<file path="config.mk">
export PLATFORM = sky130hd
export DESIGN_NAME = run_controller
export DESIGN_NICKNAME = d
export VERILOG_FILES = /design/src/rtl/run_ctrl_pkg.sv /design/src/rtl/rf_dump_seq.sv /design/src/rtl/run_controller.sv
export SDC_FILE = /design/constraint.sdc
export NUM_CORES = 1
export LEC_CHECK = 0
export ABC_CLOCK_PERIOD_IN_PS = 2200
export CAP_MARGIN = 40
export CORE_AREA = 2 2 124 126
export CTS_CLUSTER_SIZE = 28
export DETAILED_ROUTE_END_ITERATION = 8
export DIE_AREA = 0 0 126 128
export PLACE_DENSITY = 0.81
export SKIP_LAST_GASP = 1
export SYNTH_ARGS = -nofsm -noshare
export SYNTH_HDL_FRONTEND = slang
export SYNTH_HIERARCHICAL = 1
export SYNTH_SLANG_ARGS = --single-unit
</file>
<file path="constraint.sdc">
create_clock -name clk_i -period 2.2 [get_ports clk_i]
set_input_delay 0.22 -clock clk_i [delete_from_list [all_inputs] [get_ports clk_i]]
set_output_delay 0.22 -clock clk_i [all_outputs]
set_load 0.02 [all_outputs]
</file>
<file path="src/rtl/run_ctrl_pkg.sv">
`timescale 1ns/1ps
`default_nettype none
// ============================================================================
// Module      : run_ctrl_pkg
// Description : Shared definitions for the run controller. Holds the
//               controller state encoding, the default port widths and a
//               small helper that identifies the states that accept image
//               beats.
// Revision    : 1.0  initial release
// ============================================================================
package run_ctrl_pkg;

  // Default widths used by the controller and its dump sequencer.
  localparam int c_DEF_DATA_W     = 32;
  localparam int c_DEF_MEM_AW     = 10;
  localparam int c_DEF_NREGS      = 32;
  localparam int c_DEF_REG_AW     = 5;
  localparam int c_DEF_CNT_W      = 16;
  localparam int c_DEF_RESULT_REG = 9;

  // Controller state encoding. Kept as plain sized constants so the same
  // encoding can be shared with older tooling that expects raw vectors.
  localparam int         c_STATE_W  = 3;
  localparam logic [2:0] c_ST_IDLE  = 3'd0;
  localparam logic [2:0] c_ST_LOAD  = 3'd1;
  localparam logic [2:0] c_ST_RUN   = 3'd2;
  localparam logic [2:0] c_ST_FETCH = 3'd3;
  localparam logic [2:0] c_ST_DUMP  = 3'd4;
  localparam logic [2:0] c_ST_DONE  = 3'd5;

  // True in the states where the image port is open (IDLE, LOAD, DONE).
  function automatic logic accepts_load(input logic [2:0] st);
    return (st == c_ST_IDLE) || (st == c_ST_LOAD) || (st == c_ST_DONE);
  endfunction

endpackage
`default_nettype wire

</file>
<file path="src/rtl/rf_dump_seq.sv">
`timescale 1ns/1ps
`default_nettype none
// ============================================================================
// Module      : rf_dump_seq
// Description : Register-file dump sequencer. Walks the register index from
//               0 to NREGS-1, presenting each index on the register-file read
//               port during FETCH, capturing the read data at the FETCH->DUMP
//               boundary and offering it on a ready/valid port during DUMP.
// Ports       : clk_i          clock, rising edge
//               rst_i          asynchronous active-high reset
//               go_i           restart the walk at index 0
//               fetch_i        controller is in FETCH
//               dump_i         controller is in DUMP
//               rf_rd_addr_o   register-file read address
//               rf_rd_data_i   register-file read data
//               dump_valid_o   dump beat valid
//               dump_ready_i   dump beat accepted by the sink
//               dump_idx_o     index of the offered register
//               dump_data_o    value of the offered register
//               beat_o         handshake completed this cycle
//               last_done_o    handshake of the final register this cycle
// Revision    : 1.0  initial release
// ============================================================================
module rf_dump_seq
  import run_ctrl_pkg::*;
#(
  parameter int DATA_W = c_DEF_DATA_W,
  parameter int NREGS  = c_DEF_NREGS,
  parameter int REG_AW = c_DEF_REG_AW
) (
  input  logic              clk_i,
  input  logic              rst_i,
  input  logic              go_i,
  input  logic              fetch_i,
  input  logic              dump_i,
  output logic [REG_AW-1:0] rf_rd_addr_o,
  input  logic [DATA_W-1:0] rf_rd_data_i,
  output logic              dump_valid_o,
  input  logic              dump_ready_i,
  output logic [REG_AW-1:0] dump_idx_o,
  output logic [DATA_W-1:0] dump_data_o,
  output logic              beat_o,
  output logic              last_done_o
);

  localparam logic [REG_AW-1:0] c_LAST_IDX = REG_AW'(NREGS - 1);

  logic [REG_AW-1:0] idx_q, idx_d;
  logic [DATA_W-1:0] data_q, data_d;
  logic              w_beat;
  logic              w_at_last;

  assign w_beat    = dump_i & dump_ready_i;
  assign w_at_last = (idx_q == c_LAST_IDX);

  always_comb begin
    idx_d  = idx_q;
    data_d = data_q;
    if (go_i) begin
      idx_d = '0;
    end else if (w_beat && !w_at_last) begin
      idx_d = idx_q + 1'b1;
    end
    // The read port returns the addressed word within the FETCH cycle; it
    // is captured here so dump_data stays frozen for however long DUMP
    // waits on dump_ready.
    if (fetch_i) begin
      data_d = rf_rd_data_i;
    end
  end

  always_ff @(posedge clk_i or posedge rst_i) begin
    if (rst_i) begin
      idx_q  <= '0;
      data_q <= '0;
    end else begin
      idx_q  <= idx_d;
      data_q <= data_d;
    end
  end

  // Outputs are qualified by state so nothing leaks onto the ports outside
  // the dump window; dump_valid has no path from dump_ready.
  assign rf_rd_addr_o = fetch_i ? idx_q  : '0;
  assign dump_valid_o = dump_i;
  assign dump_idx_o   = dump_i  ? idx_q  : '0;
  assign dump_data_o  = dump_i  ? data_q : '0;
  assign beat_o       = w_beat;
  assign last_done_o  = w_beat & w_at_last;

endmodule
`default_nettype wire

</file>
<file path="src/rtl/run_controller.sv">
`timescale 1ns/1ps
`default_nettype none
// ============================================================================
// Module      : run_controller
// Description : Load / run / dump controller for the RISC-V core. Streams a
//               program image into main memory while the core is held in
//               reset, runs the core under an optional cycle budget, stops on
//               halt or budget expiry, then serialises the register file out
//               over a ready/valid port.
// Ports       : clk_i, rst_i                     clock / async reset
//               load_valid_i, load_ready_o        image beat handshake
//               load_addr_i, load_data_i          image beat address / word
//               load_last_i                       final beat of the image
//               start_i                           single-cycle run request
//               max_cycles_i                      run budget, 0 = unlimited
//               core_halt_i                       core completion
//               wb_valid_i, wb_rd_i, wb_data_i    core register writeback
//               core_reset_o                      reset to the core
//               mem_we_o, mem_addr_o, mem_wdata_o memory write port
//               rf_rd_addr_o, rf_rd_data_i        register-file read port
//               dump_valid_o, dump_ready_i        dump handshake
//               dump_idx_o, dump_data_o           dump beat contents
//               done_o                            dump complete
//               timed_out_o                       run ended by the budget
//               cycles_o                          RUN cycles elapsed
//               result_o                          last value written to
//                                                 RESULT_REG
// Revision    : 1.0  initial release
// ============================================================================
module run_controller
  import run_ctrl_pkg::*;
#(
  parameter int DATA_W     = c_DEF_DATA_W,
  parameter int MEM_AW     = c_DEF_MEM_AW,
  parameter int NREGS      = c_DEF_NREGS,
  parameter int REG_AW     = c_DEF_REG_AW,
  parameter int CNT_W      = c_DEF_CNT_W,
  parameter int RESULT_REG = c_DEF_RESULT_REG
) (
  input  logic              clk_i,
  input  logic              rst_i,
  // image load port
  input  logic              load_valid_i,
  output logic              load_ready_o,
  input  logic [MEM_AW-1:0] load_addr_i,
  input  logic [DATA_W-1:0] load_data_i,
  input  logic              load_last_i,
  // run control
  input  logic              start_i,
  input  logic [CNT_W-1:0]  max_cycles_i,
  input  logic              core_halt_i,
  input  logic              wb_valid_i,
  input  logic [REG_AW-1:0] wb_rd_i,
  input  logic [DATA_W-1:0] wb_data_i,
  output logic              core_reset_o,
  // memory write port
  output logic              mem_we_o,
  output logic [MEM_AW-1:0] mem_addr_o,
  output logic [DATA_W-1:0] mem_wdata_o,
  // register-file read port
  output logic [REG_AW-1:0] rf_rd_addr_o,
  input  logic [DATA_W-1:0] rf_rd_data_i,
  // dump port
  output logic              dump_valid_o,
  input  logic              dump_ready_i,
  output logic [REG_AW-1:0] dump_idx_o,
  output logic [DATA_W-1:0] dump_data_o,
  // status
  output logic              done_o,
  output logic              timed_out_o,
  output logic [CNT_W-1:0]  cycles_o,
  output logic [DATA_W-1:0] result_o
);

  localparam logic [REG_AW-1:0] c_RESULT_IDX = REG_AW'(RESULT_REG);

  logic [c_STATE_W-1:0] state_q, state_d;
  logic [CNT_W-1:0]     cycles_q, cycles_d;
  logic                 timed_out_q, timed_out_d;
  logic [DATA_W-1:0]    result_q, result_d;

  logic                 w_load_fire;
  logic                 w_run_enter;
  logic                 w_run_exit;
  logic                 w_budget_hit;
  logic [CNT_W-1:0]     w_cycles_inc;
  logic                 w_in_fetch;
  logic                 w_in_dump;
  logic                 w_dump_beat;
  logic                 w_last_done;

  // --------------------------------------------------------------------------
  // Image load: beats are written straight through to memory in the cycle
  // they are accepted.
  // --------------------------------------------------------------------------
  assign load_ready_o = accepts_load(state_q);
  assign w_load_fire  = load_valid_i & load_ready_o;
  assign mem_we_o     = w_load_fire;
  assign mem_addr_o   = w_load_fire ? load_addr_i : '0;
  assign mem_wdata_o  = w_load_fire ? load_data_i : '0;

  // The core only runs in RUN; FETCH/DUMP keep it frozen so the register
  // file is stable while it is read out.
  assign core_reset_o = (state_q != c_ST_RUN);

  // Budget compare looks one cycle ahead so the core gets exactly
  // max_cycles RUN cycles. The increment only wraps at all-ones, which can
  // never match because a zero budget disables the compare.
  assign w_cycles_inc = cycles_q + 1'b1;
  assign w_budget_hit = (max_cycles_i != '0) && (w_cycles_inc == max_cycles_i);

  // --------------------------------------------------------------------------
  // Controller state machine
  // --------------------------------------------------------------------------
  always_comb begin
    state_d = state_q;
    case (state_q)
      c_ST_IDLE, c_ST_DONE: begin
        // A beat takes priority over a coincident start.
        if (w_load_fire) begin
          state_d = load_last_i ? c_ST_IDLE : c_ST_LOAD;
        end else if (start_i) begin
          state_d = c_ST_RUN;
        end
      end
      c_ST_LOAD: begin
        if (w_load_fire && load_last_i) begin
          state_d = c_ST_IDLE;
        end
      end
      c_ST_RUN: begin
        if (core_halt_i || w_budget_hit) begin
          state_d = c_ST_FETCH;
        end
      end
      c_ST_FETCH: begin
        state_d = c_ST_DUMP;
      end
      c_ST_DUMP: begin
        if (w_dump_beat) begin
          state_d = w_last_done ? c_ST_DONE : c_ST_FETCH;
        end
      end
      default: begin
        state_d = c_ST_IDLE;
      end
    endcase
  end

  assign w_run_enter = (state_q != c_ST_RUN) && (state_d == c_ST_RUN);
  assign w_run_exit  = (state_q == c_ST_RUN) && (state_d == c_ST_FETCH);
  assign w_in_fetch  = (state_q == c_ST_FETCH);
  assign w_in_dump   = (state_q == c_ST_DUMP);

  // --------------------------------------------------------------------------
  // Run statistics: cycle count, timeout flag and captured result. All are
  // cleared on RUN entry and otherwise held outside RUN.
  // --------------------------------------------------------------------------
  always_comb begin
    cycles_d    = cycles_q;
    timed_out_d = timed_out_q;
    result_d    = result_q;
    if (w_run_enter) begin
      cycles_d    = '0;
      timed_out_d = 1'b0;
      result_d    = '0;
    end else if (state_q == c_ST_RUN) begin
      if (cycles_q != '1) begin
        cycles_d = w_cycles_inc;
      end
      if (wb_valid_i && (wb_rd_i == c_RESULT_IDX)) begin
        result_d = wb_data_i;
      end
      // Halt wins over a coincident budget expiry.
      if (w_run_exit) begin
        timed_out_d = ~core_halt_i;
      end
    end
  end

  always_ff @(posedge clk_i or posedge rst_i) begin
    if (rst_i) begin
      state_q     <= c_ST_IDLE;
      cycles_q    <= '0;
      timed_out_q <= 1'b0;
      result_q    <= '0;
    end else begin
      state_q     <= state_d;
      cycles_q    <= cycles_d;
      timed_out_q <= timed_out_d;
      result_q    <= result_d;
    end
  end

  assign done_o      = (state_q == c_ST_DONE);
  assign timed_out_o = timed_out_q;
  assign cycles_o    = cycles_q;
  assign result_o    = result_q;

  // --------------------------------------------------------------------------
  // Register-file dump
  // --------------------------------------------------------------------------
  rf_dump_seq #(
    .DATA_W (DATA_W),
    .NREGS  (NREGS),
    .REG_AW (REG_AW)
  ) u_dump (
    .clk_i        (clk_i),
    .rst_i        (rst_i),
    .go_i         (w_run_exit),
    .fetch_i      (w_in_fetch),
    .dump_i       (w_in_dump),
    .rf_rd_addr_o (rf_rd_addr_o),
    .rf_rd_data_i (rf_rd_data_i),
    .dump_valid_o (dump_valid_o),
    .dump_ready_i (dump_ready_i),
    .dump_idx_o   (dump_idx_o),
    .dump_data_o  (dump_data_o),
    .beat_o       (w_dump_beat),
    .last_done_o  (w_last_done)
  );

endmodule
`default_nettype wire
</file>
==> impl_metrics.yaml, run 1 <==
status:
  status: "complete, but fails checks"
  failed_checks: "setup timing"
placed_design:
  port-buffer-count: 272
  placement.cell_area_sq_mm: 0.00805
  detailedPlacementHpwl_um: 12000
  dpl_worst_slack_ps: 7.58
  final_weighted_congestion_in_routability_driven_placement: 0.868
critical_path:
  worst_ep_arrival_time_ps: 2450
  kind_of_capture_point_of_the_worst_setup_path: "flop"
  family_with_the_most_delay_on_the_worst_path: "simple AND/OR/NAND/NOR gates"
  slowest_cell_on_the_critical_path: "sky130_fd_sc_hd__or4b_4"
  timing.critical_path.from_type: "flop"
  worst_r2r_startpoint: "cycles_o[0]"
  critical_path_depth_in_cells: 7
  critical_path.endpoint: "u_dump/idx_q[2]"
  worst-endpoint-required_ps: 2420
  regToRegEndpoint: "u_dump/idx_q[2]"
  critical_path.max_fanout: 5
  ff2ff_path_depth: 7
  max_stage_delay_ps: 500
  critical_path.startpoint: "cycles_o[0]"
  sequence_of_cells_on_the_critical_path: "nand4_1, or3_4, or4b_4, a31oi_4, o2111ai_4, nand2_4, nor2_1"
  worst-setup-path-type: "reg2reg"
  regToRegSetupSlack_ps: -20
  critical_path_buf_inv_count: 0
grt:
  grt_usage_pct: 19.1
  grt_pass1_wl_um: 24900
  first_global_vias: 4809
  number_of_antenna_violations_at_the_first_check_in_global_routing: 0
  grt_max_degree: 51
  globalRouteOverflowTotal: 0
finish:
  layout-drive-gt1-share_pct: 13.5
  nNetsFinal: 946
  multiInputGateArea_sq_mm: 0.00259
  antennaDiodeCount: 0
  syn2layout_area_growth_pct: 69.5
  post-route-cell-area_sq_mm: 0.00837
  fillerInstances: 1332
  area.sequential_sq_mm: 0.00223
sta:
  finClkSkew_ps: 10.9
  slew_headroom_pct: 64.6
  timing_max_transition_violations_final: 0
  finalHoldViolations: 0
  setup_violations: 6
  slew_at_the_pin_closest_to_its_max_slew_limit_ps: 530
  final.period_utilization_pct: 101
  setup_ws_ps: -24.7
  setup_repair_after_global_routing_missed_its_margin: "yes"
  fmax_mhz: 450
  min_period_ps: 2220
  whs_ps: 282
drt:
  drt.antenna.violating_nets: 0
  detail_route.iter0.violations: 214
  wire_per_inst_um: 15.7
  count_of_unresolved_drc_violations_after_routing: 0
  firstDrtPassIters: 6
  detailroute.via_count: 4890
  vias_per_cell: 4.89
  routed_wl_um: 15700
cts:
  cts.htree.levels: 3
  hold_buffers: 0
  tritoncts_clock_tree: "yes"
  worst_skew_pair.late_latency_ps: 340
  cts.reportedPaths.clkPinSlew_ps: 70
  cts_inserted_buffers: 9
  tritoncts_num_sinks: 89
  clockBufferDepth: 2
  cts-root-buf: "sky130_fd_sc_hd__clkbuf_16"
synthesis:
  synth.avg_cell_area_sq_um: 9.28
  synth.yosys.seq_area_share_pct: 45.1
  post_synth_edffs: 0
  syn-num-nets: 670
  synth_top_cells_by_area: "sky130_fd_sc_hd__dfrtp_1 (45%), sky130_fd_sc_hd__mux2_2 (7.3%), sky130_fd_sc_hd__and2_1 (6.0%)"
  synth_warnings: 6
  dominant_register_cell_in_the_synthesized_netlist: "sky130_fd_sc_hd__dfrtp_1"
  synthDominantAreaCellType: "sky130_fd_sc_hd__dfrtp_1"
  synth.lib_cells_used.distinct: 50
  synth_top_area_share_pct: 45.1
  synthesis.area_sq_mm: 0.00494
  syn-instance-count: 532
  synth.ff_latch_count: 89
  async_set_reset_flop_share_out_of_synthesis_pct: 100
flow_run:
  drv.max_cap_violation_count: 0
floorplan:
  die_width_um: 126
  die_height_um: 128
  placeableCoreArea_sq_mm: 0.0149
  die_area_sq_mm: 0.0161
  floorplan.rows: 45
  initial_core_util_pct: 33.2
  io_pins: 273
power:
  power_leakage_uw: 0.00387
  total_power_uw: 6360
  vdd_ir_drop_max_uv: 377
  power_density_over_the_cells_mw_per_mm2: 760
worst_hold_path:
  timing.hold.worst.class: "in2async"
## final cells by class
| cell class | instances | area share, % |
|---|---|---|
| Timing Repair Buffer | 306 | 35.4 |
| Multi-Input combinational cell | 393 | 31.0 |
| Sequential cell | 89 | 26.7 |
| Tap cell | 188 | 2.81 |
| Clock buffer | 9 | 2.69 |
| Clock inverter | 6 | 1.08 |
| Inverter | 9 | 0.404 |
## worst register-to-register path, stage by stage, from the launching register on
cell	delay, ps
sky130_fd_sc_hd__dfrtp_2	390
sky130_fd_sc_hd__nand4_1	160
sky130_fd_sc_hd__or3_4	430
sky130_fd_sc_hd__or4b_4	500
sky130_fd_sc_hd__a31oi_4	220
sky130_fd_sc_hd__o2111ai_4	200
sky130_fd_sc_hd__nand2_4	150
sky130_fd_sc_hd__nor2_1	60
## report_power, final
group | total (uW) | leakage, uW | switching [uW] | internal [uW]
Sequential | 2280 | 0.00116 | 239 | 2040
Clock | 1640 | 0.000152 | 649 | 995
Combinational | 2440 | 0.00256 | 1220 | 1220
## timing repair
| action | 4_1_cts | 5_1_grt |
|---|---|---|
| pin swaps | 1 | 7 |
| buffers inserted | 0 | 2 |
| hold endpoints to repair | 0 | 0 |
| gates resized for setup | 91 | 19 |
| endpoints found under the setup margin | 91 | 25 |
## worst min-delay path by stage
stage	startpoint	to	slack (ps)	cells after the start
4_1_cts	rst_i	result_o[15]	300	2
6_report	rst_i	result_o[15]	280	2
2_1_floorplan	core_halt_i	timed_out_o	320	1
3_5_place_dp	u_dump/data_q[7]	u_dump/data_q[7]	490	1
3_3_place_gp	u_dump/data_q[7]	u_dump/data_q[7]	480	1
5_1_grt	rst_i	result_o[15]	330	2
## registers in the layout, indices dropped and copies added, names as in the netlist
register       cells
u_dump/idx_q       5
timed_out_o        1
cycles_o          16
result_o          32
state_q            3
u_dump/data_q     32
## metrics by stage
stage | TNS, ps | util (%) | std cells
6_report | -93.1 | 56.3 | 1000
2_1_floorplan | -1020 | - | 532
3_5_place_dp | 0 | 54.2 | 983
5_1_grt | -387 | 56.3 | 1000
3_3_place_gp | 0 | 54.2 | 983
4_1_cts | 0 | 55.7 | 998
## cells in the mapped netlist (12+ instances only)
cell type                  number
sky130_fd_sc_hd__dfrtp_1       89
sky130_fd_sc_hd__nand2_1       73
sky130_fd_sc_hd__and2_1        47
sky130_fd_sc_hd__and3_1        45
sky130_fd_sc_hd__a21oi_1       36
sky130_fd_sc_hd__mux2_2        32
sky130_fd_sc_hd__nor2_1        31
sky130_fd_sc_hd__clkbuf_1      28
sky130_fd_sc_hd__xnor2_1       24
sky130_fd_sc_hd__nor3_1        12
sky130_fd_sc_hd__xor2_1        12
## per-layer routing
layer / global-route usage, % / vias up / wire length, um
met4: 5.75 / 0 / 315
met2: 35.5 / 190 / 8350
li1: - / 2361 / -
met5: 0 / - / 0
met3: 4.88 / 22 / 1170
met1: 21.4 / 2317 / 5900
## cell families (layout without fill, tap and decap cells)
kind of cell    after synthesis  count (layout)  share of synthesized area, %
buf+inv                      50             330                          4.43
xor+xnor                     36              36                          6.38
mux                          38              38                          8.51
compound gates               59              59                          6.97
fa+ha+maj                     3               3                         0.760
simple gates                257             257                          27.8
flops                        89              89                          45.1
## layout by cell type (no fill, tap or decap), drive strengths merged, types with 3 or more instances in the layout
cell type and count:
nor2b 5, clkdlybuf4s15 6, mux2i 6, dfrtp 89, buf 34, inv 11
clkdlybuf4s50 185, nor3 12, nor2 31, mux2 32, clkbuf 9, a21oi 36
xor2 12, or3 5, ha 3, nand4 6, a211oi 4, o21ai 6
dlygate4sd2 80, and3 45, nand3 9, xnor2 24, nand2b 3, nand2 73
and2 47, nor4 9
Note: power is estimated with default switching activity, not from simulation.
==> inputs of run 2 (changes only) <==
--- a/config.mk
+++ b/config.mk
@@ -12,6 +12,7 @@
 export DETAILED_ROUTE_END_ITERATION = 8
 export DIE_AREA = 0 0 126 128
 export PLACE_DENSITY = 0.81
+export RECOVER_POWER = 25
 export SKIP_LAST_GASP = 1
 export SYNTH_ARGS = -nofsm -noshare
 export SYNTH_HDL_FRONTEND = slang
==> impl_metrics.yaml, run 2 (synthesized netlist as in run 1, its figures left out) <==
status:
  status: "complete, but fails checks"
  failed_checks: "setup timing"
power:
  total_power_uw: 6360
  vdd_ir_drop_max_uv: 377
  power_leakage_uw: 0.00387
  power_density_over_the_cells_mw_per_mm2: 761
cts:
  cts_inserted_buffers: 9
  tritoncts_num_sinks: 89
  worst_skew_pair.late_latency_ps: 340
  hold_buffers: 0
  cts.reportedPaths.clkPinSlew_ps: 70
  tritoncts_clock_tree: "yes"
  cts.htree.levels: 3
  clockBufferDepth: 2
  cts-root-buf: "sky130_fd_sc_hd__clkbuf_16"
grt:
  first_global_vias: 4809
  grt_pass1_wl_um: 24900
  grt_usage_pct: 19.1
  number_of_antenna_violations_at_the_first_check_in_global_routing: 0
  globalRouteOverflowTotal: 0
  grt_max_degree: 51
drt:
  drt.antenna.violating_nets: 0
  detailroute.via_count: 4888
  routed_wl_um: 15800
  detail_route.iter0.violations: 224
  vias_per_cell: 4.89
  firstDrtPassIters: 4
  count_of_unresolved_drc_violations_after_routing: 0
  wire_per_inst_um: 15.8
sta:
  fmax_mhz: 450
  timing_max_transition_violations_final: 0
  fin_setup_tns_ps: -73.4
  min_period_ps: 2220
  setup_repair_after_global_routing_missed_its_margin: "yes"
  slew_headroom_pct: 37.2
  finClkSkew_ps: 10.4
  finalHoldViolations: 0
  setup_violations: 6
  final.period_utilization_pct: 101
  slew_at_the_pin_closest_to_its_max_slew_limit_ps: 941
  setup_ws_ps: -21.3
placed_design:
  place_inst: 983
  detailedPlacementHpwl_um: 12000
  port-buffer-count: 272
  dpl_worst_slack_ps: 7.58
  final_weighted_congestion_in_routability_driven_placement: 0.868
critical_path:
  kind_of_capture_point_of_the_worst_setup_path: "flop"
  max_stage_delay_ps: 500
  timing.critical_path.from_type: "flop"
  ff2ff_path_depth: 7
  family_with_the_most_delay_on_the_worst_path: "simple AND/OR/NAND/NOR gates"
  critical_path.max_fanout: 5
  critical_path_buf_inv_count: 0
  sequence_of_cells_on_the_critical_path: "nand4_1, or3_4, or4b_4, a31oi_4, o2111ai_4, nand2_4, nor2_1"
  slowest_cell_on_the_critical_path: "sky130_fd_sc_hd__or4b_4"
  regToRegSetupSlack_ps: -20
  regToRegEndpoint: "u_dump/idx_q[2]"
  worst_ep_arrival_time_ps: 2440
  worst_r2r_startpoint: "cycles_o[0]"
  worst-setup-path-type: "reg2reg"
  worst-endpoint-required_ps: 2420
finish:
  postLayoutCoreUtil_pct: 56.2
  nNetsFinal: 946
  fillerInstances: 1335
  finish.cell_count_without_fillers: 1000
  layout.cells.most_common_list: "sky130_fd_sc_hd__clkdlybuf4s50_1 (184), sky130_fd_sc_hd__dfrtp_1 (83), sky130_fd_sc_hd__dlygate4sd2_1 (80)"
  layout-drive-gt1-share_pct: 13.4
  antennaDiodeCount: 0
  layout_commonest_cell: "sky130_fd_sc_hd__clkdlybuf4s50_1"
  syn2layout_area_growth_pct: 69.1
floorplan:
  floorplan.rows: 45
  initial_core_util_pct: 33.2
  die_width_um: 126
  die_height_um: 128
  io_pins: 273
  die_area_sq_mm: 0.0161
  placeableCoreArea_sq_mm: 0.0149
worst_hold_path:
  hold_start: "wb_data_i[6]"
  timing.hold.worst.class: "in2reg"
  hold_path_depth: 3
  timing.hold.worst_endpoint: "result_o[6]"
flow_run:
  drv.max_cap_violation_count: 0
==> run 2: changes by cell type in the layout (fill, tap and decap cells not counted), sizes merged <==
cell	delta
dlygate4sd3	+1
clkbuf	+2
clkdlybuf4s50	-1
buf	-2
==> run 2: layout make-up <==
type / count / area (sq um) / area share [%]
multi-input cells: 393 / 2590 / 31.0
clock inverters: 6 / 90.1 / 1.08
repair buffers: 306 / 2940 / 35.2
well taps: 188 / 235 / 2.82
clock buffers: 9 / 225 / 2.70
flip-flops and latches: 89 / 2230 / 26.8
inverters: 9 / 33.8 / 0.404
==> run 2: worst max path at each step <==
stage | slack, ps | end | cells after the start | startpoint
finish | -20 | u_dump/idx_q[2] | 7 | cycles_o[0]
global route | -70 | timed_out_o | 7 | cycles_o[0]
CTS | 9 | u_dump/idx_q[3] | 9 | cycles_o[0]
detailed placement | 8 | u_dump/idx_q[2] | 8 | max_cycles_i[10]
global placement | 60 | u_dump/idx_q[2] | 8 | max_cycles_i[10]
floorplan | -180 | u_dump/idx_q[3] | 10 | cycles_o[5]
==> run 2: what timing repair did <==
action | in CTS | in global routing
pin swaps | 1 | 7
setup buffers | 0 | 2
setup endpoints to repair | 91 | 25
resized for setup | 91 | 19
==> run 2: routing by layer <==
metal / up-vias / part of all wire (%) / global-route usage, %
li1: 2360 / - / -
met3: 23 / 7.5 / 4.88
met2: 199 / 53 / 35.5
met5: - / 0 / 0
met1: 2306 / 37 / 21.4
met4: 0 / 2.0 / 5.75
==> run 2: through the flow <==
step,hold slack [ps],area [sq um]
3_5_place_dp,487,8050
6_report,422,8350
3_3_place_gp,480,8050
2_1_floorplan,316,4970
4_1_cts,300,8280
5_1_grt,416,8350
==> run 2: power breakdown <==
group / internal (uW) / switching, uW / total [uW]
registers: 2040 / 239 / 2280
clock network: 995 / 649 / 1640
logic: 1220 / 1220 / 2440
==> run 2: worst register-to-register path, cell delays in order (launching register included) <==
cell	delay (ps)
sky130_fd_sc_hd__dfrtp_2	390
sky130_fd_sc_hd__nand4_1	150
sky130_fd_sc_hd__or3_4	430
sky130_fd_sc_hd__or4b_4	500
sky130_fd_sc_hd__a31oi_4	220
sky130_fd_sc_hd__o2111ai_4	200
sky130_fd_sc_hd__nand2_4	150
sky130_fd_sc_hd__nor2_1	60
